--- config.mk ---
export PLATFORM = sky130hd
export DESIGN_NAME = prog_loader
export DESIGN_NICKNAME = d
export VERILOG_FILES = /design/src/rtl/prog_loader.sv
export SDC_FILE = /design/constraint.sdc
export NUM_CORES = 1
export LEC_CHECK = 0
export CAP_MARGIN = 15
export CELL_PAD_IN_SITES_DETAIL_PLACEMENT = 1
export CELL_PAD_IN_SITES_GLOBAL_PLACEMENT = 1
export CORE_MARGIN = 2
export CORE_UTILIZATION = 41
export DETAILED_ROUTE_END_ITERATION = 6
export DONT_BUFFER_PORTS = 1
export PLACE_DENSITY_LB_ADDON = 0.1
export SYNTH_ARGS = -nofsm -noshare
export SYNTH_HDL_FRONTEND = slang
export SYNTH_SLANG_ARGS = --single-unit
--- constraint.sdc ---
create_clock -name clk -period 1.5 [get_ports clk]
set_input_delay 0.15 -clock clk [delete_from_list [all_inputs] [get_ports clk]]
set_output_delay 0.15 -clock clk [all_outputs]
set_load 0.02 [all_outputs]
--- src/rtl/prog_loader.sv ---
// Program loader: assembles 6-bit half-words into 12-bit words and writes a program image to memory.
// Optional build macro LOADER_CHECKSUM_EN adds a trailing checksum word that must bring the data sum to zero.
module prog_loader (
  input  logic        clk,
  input  logic        rst,
  input  logic        in_valid,
  input  logic [5:0]  in_data,
  output logic        in_ready,
  output logic [11:0] mem_addr,
  output logic [11:0] mem_wdata,
  output logic        mem_we,
  output logic        cpu_rst,
  output logic        done,
  output logic        err
);

  typedef enum logic [2:0] {
    S_ADDR  = 3'd0,
    S_COUNT = 3'd1,
    S_DATA  = 3'd2,
    S_WR    = 3'd3,
    S_CSUM  = 3'd4,
    S_DONE  = 3'd5,
    S_ERR   = 3'd6
  } state_t;

`ifdef LOADER_CHECKSUM_EN
  localparam state_t S_AFTER = S_CSUM;
`else
  localparam state_t S_AFTER = S_DONE;
`endif

  state_t      state_r, state_s;
  logic        half_r;
  logic [5:0]  hi_r;
  logic [11:0] addr_r, count_r, wdata_r;
  logic        mem_we_r, cpu_rst_r, done_r;
  logic        in_ready_s, fire_s, word_done_s;
  logic [11:0] word_s;

`ifdef LOADER_CHECKSUM_EN
  logic [11:0] csum_r;
  logic        err_r;

  function automatic logic [11:0] sum12(input logic [11:0] a, input logic [11:0] b);
    return a + b;
  endfunction
`endif

  assign fire_s      = in_valid & in_ready_s;
  assign word_s      = {hi_r, in_data};
  assign word_done_s = fire_s & half_r;

  // state register
  always_ff @(posedge clk) begin
    if (!rst) state_r <= S_ADDR;
    else      state_r <= state_s;
  end

  // next-state logic; the write cycle decides whether more data follows
  always_comb begin
    state_s = state_r;
    case (state_r)
      S_ADDR:  if (word_done_s) state_s = S_COUNT; else state_s = S_ADDR;
      S_COUNT: begin
        if (word_done_s) begin
          if (word_s == 12'd0) state_s = S_AFTER;
          else                 state_s = S_DATA;
        end else begin
          state_s = S_COUNT;
        end
      end
      S_DATA:  if (word_done_s) state_s = S_WR; else state_s = S_DATA;
      S_WR:    if (count_r == 12'd0) state_s = S_AFTER; else state_s = S_DATA;
      S_CSUM: begin
`ifdef LOADER_CHECKSUM_EN
        if (word_done_s) begin
          if (sum12(csum_r, word_s) == 12'd0) state_s = S_DONE;
          else                                state_s = S_ERR;
        end else begin
          state_s = S_CSUM;
        end
`else
        state_s = S_CSUM;
`endif
      end
      S_DONE:  state_s = S_DONE;
      S_ERR:   state_s = S_ERR;
      default: state_s = S_ERR;
    endcase
  end

  // output decode: ready is gated by reset so nothing is accepted while held in reset
  always_comb begin
    in_ready_s = 1'b0;
    case (state_r)
      S_ADDR, S_COUNT, S_DATA, S_CSUM: in_ready_s = rst;
      default:                         in_ready_s = 1'b0;
    endcase
  end

  // word assembly, address/count tracking and registered memory/status outputs
  always_ff @(posedge clk) begin
    if (!rst) begin
      half_r    <= 1'b0;
      hi_r      <= 6'd0;
      addr_r    <= 12'd0;
      count_r   <= 12'd0;
      wdata_r   <= 12'd0;
      mem_we_r  <= 1'b0;
      cpu_rst_r <= 1'b1;
      done_r    <= 1'b0;
    end else begin
      mem_we_r <= (state_r == S_DATA) && word_done_s;
      if (fire_s) begin
        half_r <= ~half_r;
        if (!half_r) hi_r <= in_data;
      end
      if (state_r == S_ADDR && word_done_s) addr_r <= word_s;
      else if (state_r == S_WR)             addr_r <= addr_r + 12'd1;
      if (state_r == S_COUNT && word_done_s)     count_r <= word_s;
      else if (state_r == S_DATA && word_done_s) count_r <= count_r - 12'd1;
      if (state_r == S_DATA && word_done_s) wdata_r <= word_s;
      done_r    <= (state_s == S_DONE);
      cpu_rst_r <= (state_s != S_DONE);
    end
  end

`ifdef LOADER_CHECKSUM_EN
  // running sum of data words and sticky error flag
  always_ff @(posedge clk) begin
    if (!rst) begin
      csum_r <= 12'd0;
      err_r  <= 1'b0;
    end else begin
      if (state_r == S_DATA && word_done_s) csum_r <= sum12(csum_r, word_s);
      err_r <= (state_s == S_ERR);
    end
  end

  assign err = err_r;
`else
  assign err = 1'b0;
`endif

  assign in_ready  = in_ready_s;
  assign mem_addr  = addr_r;
  assign mem_wdata = wdata_r;
  assign mem_we    = mem_we_r;
  assign cpu_rst   = cpu_rst_r;
  assign done      = done_r;

endmodule

==> key figures <==
Timing
  – Hold slack final: 0.0124 ns
  – Final setup skew: 0.00565 ns
  – Setup Viol. Count Final: 33
  – Final worst slack: -0.154 ns
  – Final Max Slew Viols: 0
  – Fin crit share: 110%
  – Endpoints failing hold: 0
  – Tmin final: 1.65 ns
  – Fmax: 605 MHz
  – RSZ-0062 raised after global routing: yes

Power and ir drop
  – Clock Power Share: 35.1%
  – Sequential power share: 54.2%
  – Total net switching power: 0.678 mW
  – Comb pwr share: 10.7%
  – LEAKAGE: 1.28 nW
  – Sw Ratio: 27.5%
  – Internal power: 1.79 mW
  – Peak VDD IR: 0.509 mV
  – Overall Power: 2.47 mW
  – Pwr/cell area: 734 nW/um^2

Worst setup path
  – FF-to-FF End: count_r[9]$_SDFFE_PN0P_
  – Critical path type: reg -> reg
  – Worst r2r src: state_r[2]$_SDFF_PN0_
  – Req. time, crit path: 1.73 ns
  – Critical Path AT: 1.89 ns
  – Crit start category: flop
  – Reg2Reg Depth: 8
  – Reg2reg setup slack: -0.15 ns
  – Worst Setup End Kind: flop
  – CP Max Fanout: 7

Route
  – Avg WL per Cell: 20.8 um
  – Initial DRC Count: 122
  – M1 wire length: 3.72 mm
  – Detail Route Antenna Nets: 0
  – Detailed-route DRC error count: 0
  – Vias per cell: 5.84
  – Met2 wire len: 4.50 mm
  – Met3 wire length: 383 um
  – DRT Pass-1 Iters: 4
  – Drt total wl: 8.85 mm
  – Top sig layer: met4
  – Via count: 2,481

Cells and area
  – Most frequent cells in the layout: buf_4, dfxtp_1, nand2_1
  – Area growth syn-to-layout: 45.5%
  – N_diodes: 0
  – Share of cells above drive strength 1: 38.0%
  – Final #Nets: 363
  – Final Util: 61.4%
  – Post-Layout Cell Count: 425
  – Commonest non-fill, non-tap cell in the layout: buf_4
  – Fin area: 3360 sq um

CTS
  – H-Tree Depth: 2
  – Clk_lat worst skew: 0.31 ns
  – CTS tree: yes
  – Clock slew at reported path FFs: 0.11 ns
  – CTS Buf Count: 5
  – Sink Count: 49
  – Root Buffer: clkbuf_8
  – Clk buf depth: 2

Global routing
  – Gr ovfl total: 0
  – Number of global-route vias before repair: 2,639
  – First-pass GRT wire length: 13.8 mm
  – Initial antenna violation count: 0
  – GRT Total Usage: 28.5%
  – Largest net degree at the start of global routing: 32

Placed design
  – IO buf count: 0
  – Placer Congestion: 0.880
  – Post-Place Cell Area: 2840 sq um
  – HPWL Detailed: 5.49 mm
  – Placed cell count: 398

Logic synthesis
  – Synth Register Bits: 49
  – Post-synth top area cell: dfxtp_1
  – Synthesized area per cell: 8.16 sq um
  – Fraction of registers with async set/reset: 0%
  – Post-Synthesis Cells: 283
  – EDFF count, synth: 0
  – Register area share after synthesis: 42.5%
  – Top cells by area, synth: dfxtp_1, a21oi_1, nand2_1
  – Synth Flop Type: dfxtp_1
  – Yosys cell types: 51
  – Syn Std Cell Area: 2310 sq um
  – Post-synth net total: 294
  – Warnings, synthesis: 0
  – Top-area cell type share of the netlist area: 42.5%

Die
  – Die height: 79.0 um
  – # IOs: 38
  – Die Area: 6250 sq um
  – Starting Density: 42.2%
  – Cell row count: 27
  – Die width: 79.0 um
  – Core Footprint: 5470 sq um

Min path
  – Worst hold stages: 2
  – Worst Hold Launch: in_data[5]
  – Worst Hold Class: in -> reg
  – Hold Path Sink: count_r[5]$_SDFFE_PN0P_

Run status
  – Status: finished with violations
  – Failing checks: setup timing

Flow run
  – Max Cap Viol: 0
final cells by class:
class	instances	area, sq um
Multi-Input combinational cell	211	1460
Tap cell	72	90.1
Sequential cell	49	995
Fill cell	645	2110
Timing Repair Buffer	79	696
Clock buffer	5	68.8
Clock inverter	3	26.3
Inverter	6	27.5
metal layers:
metal  vias up  track usage [%]
li1       1163                -
met3        18             5.00
met2        70             49.2
met5         -                0
met4         0             10.0
met1      1230             35.5
power groups by stage:
stage                     registers, mW  clock network [mW]  logic [mW]
after floorplan                    1.38                   0       0.104
after global placement             1.36                   0       0.197
after detailed placement           1.37                   0       0.199
after CTS                          1.34               0.882       0.246
after global routing               1.34               0.942       0.281
final                              1.34               0.866       0.264
critical path: stages (launching register included):
cell,delay [ns]
dfxtp_4,0.38
and4b_4,0.37
nand3b_4,0.11
clkinv_4,0.07
buf_4,0.11
buf_12,0.11
o21ai_0,0.08
nor2b_1,0.15
o21ai_1,0.20
flip-flops by register name, indices dropped and copies added, names as in the netlist:
signal	count
count_r	12
mem_addr	12
mem_wdata	12
hi_r	6
state_r	3
cpu_rst	1
done	1
half_r	1
mem_we	1
cells by family after synthesis:
group	synth area share [%]
muxes	2.60
adders and majority gates	1.57
xor gates and xnor gates	1.14
and+or+nand+nor	26.1
buffers and inverters	4.28
AOI/OAI and AO/OA	21.7
DFF	42.5
other	0.162
metrics by stage:
step / setup WS [ns] / setup TNS, ns
6_report: -0.154 / -1.60
5_1_grt: -0.205 / -4.33
4_1_cts: -0.107 / -0.910
3_5_place_dp: -0.135 / -1.72
3_3_place_gp: -0.139 / -1.10
2_1_floorplan: -0.0893 / -0.712
repair_timing:
action | CTS | global route
hold buffers | 7 | 0
resized for setup | 39 | 33
buffers inserted | 8 | 5
setup endpoints to repair | 31 | 35
pin swaps | 13 | 17
hold endpoints to repair | 19 | 0
Yosys cell counts, types with 2 or more instances:
cell type   n
nor4_1      8
clkbuf_1   10
o211ai_1    3
a31oi_1     5
nand3_1     7
and2_1      2
nor2_1     26
ha_1        2
buf_4       2
mux2i_1     6
o311ai_0    3
nand2_1    40
a21o_1      2
a221oi_1    4
buf_2       4
nor2b_1     3
nor4_2      2
or3_1       4
nor3_1      7
dfxtp_1    49
a21oi_1    37
a2bb2oi_1   2
xnor2_1     2
a211oi_1    2
nand4b_1    2
o21ai_0    13
a32oi_1     2
inv_2       2
inv_1       4
nand4_1     4
a22oi_1     4
how the worst max path moves through the flow:
stage	cells after the start	start	slack, ns	to
finish	8	state_r[2]$_SDFF_PN0_	-0.15	count_r[9]$_SDFFE_PN0P_
global placement	7	state_r[1]$_SDFF_PN0_	-0.14	mem_addr[8]$_SDFFE_PN0P_
CTS	6	state_r[2]$_SDFF_PN0_	-0.11	count_r[10]$_SDFFE_PN0P_
global route	6	state_r[2]$_SDFF_PN0_	-0.21	count_r[10]$_SDFFE_PN0P_
detailed placement	5	hi_r[1]$_SDFFE_PN0P_	-0.13	cpu_rst$_SDFF_PN1_
floorplan	6	state_r[1]$_SDFF_PN0_	-0.09	hi_r[0]$_SDFFE_PN0P_
Power figures use the tool's default switching activity.
